`src/rtl/clk_div_int_pkg.sv`:
```
// Shared definitions for the integer clock divider: mode encoding, limits and
// the phase-length arithmetic used to split a ratio into low/high phases.
package clk_div_int_pkg;

    localparam int RATIO_WIDTH_DEF = 8;
    localparam int MIN_DIV_RATIO   = 2;

    typedef enum logic {
        BYPASS = 1'b0,
        DIVIDE = 1'b1
    } mode_e;

    // Odd ratios put the extra cycle in the low phase.
    function automatic int low_len(input int ratio);
        return (ratio + 1) / 2;
    endfunction

    function automatic int high_len(input int ratio);
        return ratio / 2;
    endfunction

endpackage

```
`src/rtl/clk_div_phase_cnt.sv`:
```
// Phase counter: counts reference cycles within the current phase and pulses
// toggle on the last cycle of that phase.
module clk_div_phase_cnt #(
    parameter int W = 8
) (
    input  logic         clk,
    input  logic         rst_n,
    input  logic         run,
    input  logic [W-1:0] phase_len,
    output logic         toggle
);

    logic [W-1:0] cnt_r;

    // Terminal-count compare against the length of the phase in progress.
    always_comb begin
        toggle = run && (cnt_r == (phase_len - W'(1)));
    end

    // Counter clears whenever the divider is idle or a phase completes.
    always_ff @(posedge clk or negedge rst_n) begin
        if (!rst_n) begin
            cnt_r <= '0;
        end else if (!run) begin
            cnt_r <= '0;
        end else if (toggle) begin
            cnt_r <= '0;
        end else begin
            cnt_r <= cnt_r + W'(1);
        end
    end

endmodule

```
`src/rtl/clk_div_int.sv`:
```
// Integer clock divider with bypass; ratio changes take effect only at the
// end of a full divided period so no truncated phase is ever emitted.
module clk_div_int
    import clk_div_int_pkg::*;
#(
    parameter int RATIO_WIDTH = RATIO_WIDTH_DEF
) (
    input  logic                   i_ref_clk,
    input  logic                   i_rst_n,
    input  logic                   i_clk_en,
    input  logic [RATIO_WIDTH-1:0] i_div_ratio,
    output logic                   o_div_clk,
    output logic [RATIO_WIDTH-1:0] o_ratio_active,
    output logic                   o_div_mode
);

    logic [RATIO_WIDTH-1:0] ratio_r;
    logic                   div_r;
    mode_e                  mode_r;

    logic                   run_s;
    logic                   toggle_s;
    logic                   boundary_s;
    logic                   ratio_ok_s;
    logic [RATIO_WIDTH-1:0] phase_len_s;

    // Phase length follows the divided-clock level; boundary = end of high phase.
    always_comb begin
        run_s       = (mode_r == DIVIDE) && i_clk_en;
        ratio_ok_s  = (i_div_ratio >= RATIO_WIDTH'(MIN_DIV_RATIO));
        boundary_s  = toggle_s && div_r;
        if (div_r) begin
            phase_len_s = RATIO_WIDTH'(high_len(int'(ratio_r)));
        end else begin
            phase_len_s = RATIO_WIDTH'(low_len(int'(ratio_r)));
        end
    end

    clk_div_phase_cnt #(
        .W(RATIO_WIDTH)
    ) u_phase_cnt (
        .clk       (i_ref_clk),
        .rst_n     (i_rst_n),
        .run       (run_s),
        .phase_len (phase_len_s),
        .toggle    (toggle_s)
    );

    // Mode FSM with shadow ratio register and divided-clock level.
    always_ff @(posedge i_ref_clk or negedge i_rst_n) begin
        if (!i_rst_n) begin
            ratio_r <= '0;
            div_r   <= 1'b0;
            mode_r  <= BYPASS;
        end else begin
            case (mode_r)
                BYPASS: begin
                    ratio_r <= i_div_ratio;
                    div_r   <= 1'b0;
                    if (i_clk_en && ratio_ok_s) begin
                        mode_r <= DIVIDE;
                    end else begin
                        mode_r <= BYPASS;
                    end
                end
                DIVIDE: begin
                    if (!i_clk_en) begin
                        // Disable wins over a coincident period boundary.
                        div_r  <= 1'b0;
                        mode_r <= BYPASS;
                    end else if (boundary_s) begin
                        ratio_r <= i_div_ratio;
                        div_r   <= 1'b0;
                        mode_r  <= ratio_ok_s ? DIVIDE : BYPASS;
                    end else if (toggle_s) begin
                        div_r <= ~div_r;
                    end else begin
                        div_r <= div_r;
                    end
                end
                default: begin
                    ratio_r <= '0;
                    div_r   <= 1'b0;
                    mode_r  <= BYPASS;
                end
            endcase
        end
    end

    assign o_div_clk      = (mode_r == DIVIDE) ? div_r : i_ref_clk;
    assign o_ratio_active = ratio_r;
    assign o_div_mode     = (mode_r == DIVIDE);

endmodule
```
`config.mk`:
```
export PLATFORM = sky130hd
export DESIGN_NAME = clk_div_int
export DESIGN_NICKNAME = d
export VERILOG_FILES = /design/src/rtl/clk_div_int_pkg.sv /design/src/rtl/clk_div_phase_cnt.sv /design/src/rtl/clk_div_int.sv
export SDC_FILE = /design/constraint.sdc
export NUM_CORES = 1
export LEC_CHECK = 0
export CAP_MARGIN = 20
export CORE_MARGIN = 2
export CORE_UTILIZATION = 50
export CTS_CLUSTER_SIZE = 25
export DETAILED_ROUTE_END_ITERATION = 8
export PLACE_DENSITY = 0.75
export SYNTH_ARGS = -nofsm -noshare
export SYNTH_HDL_FRONTEND = slang
export SYNTH_SLANG_ARGS = --single-unit
```
`constraint.sdc`:
```
create_clock -name i_ref_clk -period 4.6 [get_ports i_ref_clk]
set_clock_uncertainty 0.2 [all_clocks]
set_input_delay 0.92 -clock i_ref_clk [delete_from_list [all_inputs] [get_ports i_ref_clk]]
set_output_delay 0.92 -clock i_ref_clk [all_outputs]
set_load 0.05 [all_outputs]
```
==> impl_results.md <==
* Worst-Skew Late Latency at 0.40 ns
* Max-slew headroom at 45.1%
* Row count at 18
* Post-synth cell types at 40
* Maximum vdd ir drop at 0.293 mV
* WL final at 2760 um
* Crit path max-delay family: buffers and inverters
* Final antenna-violating net count at 0
* Synthesized cell area at 0.00133 mm2
* Starting DRT DRC Count at 15
* Initial Util at 53.4%
* Most used DFF post-synth: dfrtp_1
* Slowest CP cell: dlygate4sd2_1
* Share of cells above drive strength 1 at 17.9%
* Fin Setup TNS at 0 ns
* Power per cell area at 317 mW/mm2
* Post-Syn Instances at 125
* RSZ-0062 raised after global routing: no
* First drt pass iteration count at 5
* Worst path bufs/invs at 3
* P&R area growth vs syn at 16.6%
* Diodes inserted at 0
* Actual slew at the worst max-slew pin at 0.822 ns
* Status: complete, no violations
* Die Wd at 55.7 um
* Initial antenna violation count at 0
* Ys async rst share at 100%
* Nets@finish at 160
* Cell Chain, Critical Path: clkbuf_4, clkbuf_4, mux2_2, dlygate4sd2_1
* Max FO, Critical Path at 2
* RePlAce Congestion at 0.858
* Die height at 55.7 um
* PortBufs at 20
* DRC at 0
* Most common cell after layout, fill and taps aside: clkdlybuf4s50_1
* CTS tree: yes
* Critical Path RT at 3.48 ns
* Top-Level Pins at 21
* Critical path data arrival time at 3.20 ns
* Max-cap violations at 0
* Post-synth top area share at 33.8%
* Largest net degree at the start of global routing at 19
* Synth top area cells: dfrtp_1 34%, xnor2_1 11%, mux2_2 8.4%, xor2_1 3.3%, nand3_1 3.0%
* Final instance area at 0.00156 mm2
* Syn_nets at 139
* Placed cell area at 0.00150 mm2
* Number of synthesized register bits at 18
* DP HPWL at 2030 um
* Sequential share of the synthesized area at 33.8%
* Crit. End Element: output port
* CP dominant cell by count: clkbuf_4
* Number of synthesized flops with an enable pin at 0
* CTS clock-pin slew for the worst setup and hold paths at 0.11 ns
* Ys Warns at 0
* WL/cell at 15.8 um
* Most frequent cells in the layout: 19 x clkdlybuf4s50_1, 18 x dfrtp_1, 17 x xnor2_1
* Final Util at 62.2%
* CP Launch Type: clock port
* Via-to-Cell Ratio at 5.60
* Fill count at 217
* First-pass GRT wire length at 4960 um
* WS Path Type: clk2out
* Hold Crit Class: reg2reg
* Leak at 0.593 nW
* Cell taking the most area after synthesis: dfrtp_1
* Die area at 0.00310 mm2
* Post-CTS Setup Bufs at 0
* Hold Vio Cnt, Final at 0
* Overflow after GRT at 0
* Final setup viols at 0
* Final Max Slew Viols at 0
* Core box area at 0.00250 mm2
* Vias in the first global route at 1078
* Peak per-stage delay on the critical path at 0.42 ns
* Syn Area/Cell at 10.7 um2
* DR vias at 980
* GRT Total Usage at 20.6%
-- cells by family after synthesis --
logic type | count (synthesis) | share of synthesized area (%)
and+or+nand+nor | 49 | 22.4
adders and majority gates | 3 | 2.81
DFF | 18 | 33.8
buffers and inverters | 8 | 5.82
muxes | 13 | 10.7
AOI/OAI and AO/OA | 11 | 8.82
xor gates and xnor gates | 23 | 15.7
-- where the power goes --
group / switching [W] / internal [W] / total, W
Combinational: 0.0000807 / 0.0000609 / 0.000142
Sequential: 0.0000204 / 0.000166 / 0.000187
Clock: 0.0000794 / 0.0000849 / 0.000164
-- final cells by class --
| cell class | count | area, um2 | share of cell area [%] |
|---|---|---|---|
| Clock buffer | 8 | 67.6 | 4.34 |
| Inverter | 1 | 3.75 | 0.241 |
| Multi-Input combinational cell | 99 | 806 | 51.8 |
| Sequential cell | 18 | 450 | 29.0 |
| Tap cell | 30 | 37.5 | 2.41 |
| Timing Repair Buffer | 19 | 190 | 12.2 |
-- Yosys cell counts (3+ instances only) --
| library cell | n |
|---|---|
| nor2_1 | 10 |
| nand2_1 | 6 |
| ha_1 | 3 |
| buf_6 | 3 |
| mux2_2 | 10 |
| xor2_1 | 5 |
| mux2i_1 | 3 |
| xnor2_1 | 17 |
| and3_1 | 4 |
| nor3_1 | 3 |
| dfrtp_1 | 18 |
| nand3_1 | 8 |
-- flip-flops by register name, summed over array words and instances (netlist names) --
register / count
o_ratio_active: 8
u_phase_cnt.cnt_r: 8
div_r: 1
o_div_mode: 1
-- per-layer routing --
layer  up-vias  GRT usage, %  wire length (um)
li1        492             -                 -
met1       458          27.1              1300
met2        26          29.8              1260
met3         4          6.74               157
met4         0          11.1                36
met5         -             0                 0
-- what timing repair did --
item | CTS | global route
hold endpoints to repair | 0 | 0
hold buffers | 0 | 0
setup endpoints to repair | 1 | 0
resized for setup | 1 | 0
-- worst paths after layout --
kind | start | end | slack, ns | cells after the start
min | u_phase_cnt.cnt_r[0]$_DFF_PN0_ | u_phase_cnt.cnt_r[0]$_DFF_PN0_ | 0.33 | 1
max in group asynchronous | i_rst_n | u_phase_cnt.cnt_r[0]$_DFF_PN0_ | 2.91 | 1
min in group asynchronous | i_rst_n | u_phase_cnt.cnt_r[1]$_DFF_PN0_ | 0.78 | 1
max | i_ref_clk | o_div_clk | 0.28 | 4
min reg2reg | u_phase_cnt.cnt_r[0]$_DFF_PN0_ | u_phase_cnt.cnt_r[0]$_DFF_PN0_ | 0.33 | 1
max reg2reg | o_ratio_active[1]$_DFFE_PN0P_ | o_ratio_active[0]$_DFFE_PN0P_ | 0.71 | 11
-- through the flow --
step	total power, W	hold slack [ns]	setup WS (ns)	cells
2_1_floorplan	0.000318	0.272	0.730	125
3_3_place_gp	0.000360	0.314	0.253	168
3_5_place_dp	0.000362	0.318	0.253	168
4_1_cts	0.000498	0.331	0.267	175
5_1_grt	0.000523	0.380	0.264	175
6_report	0.000493	0.327	0.282	175
(Power assumes the default switching activity.)
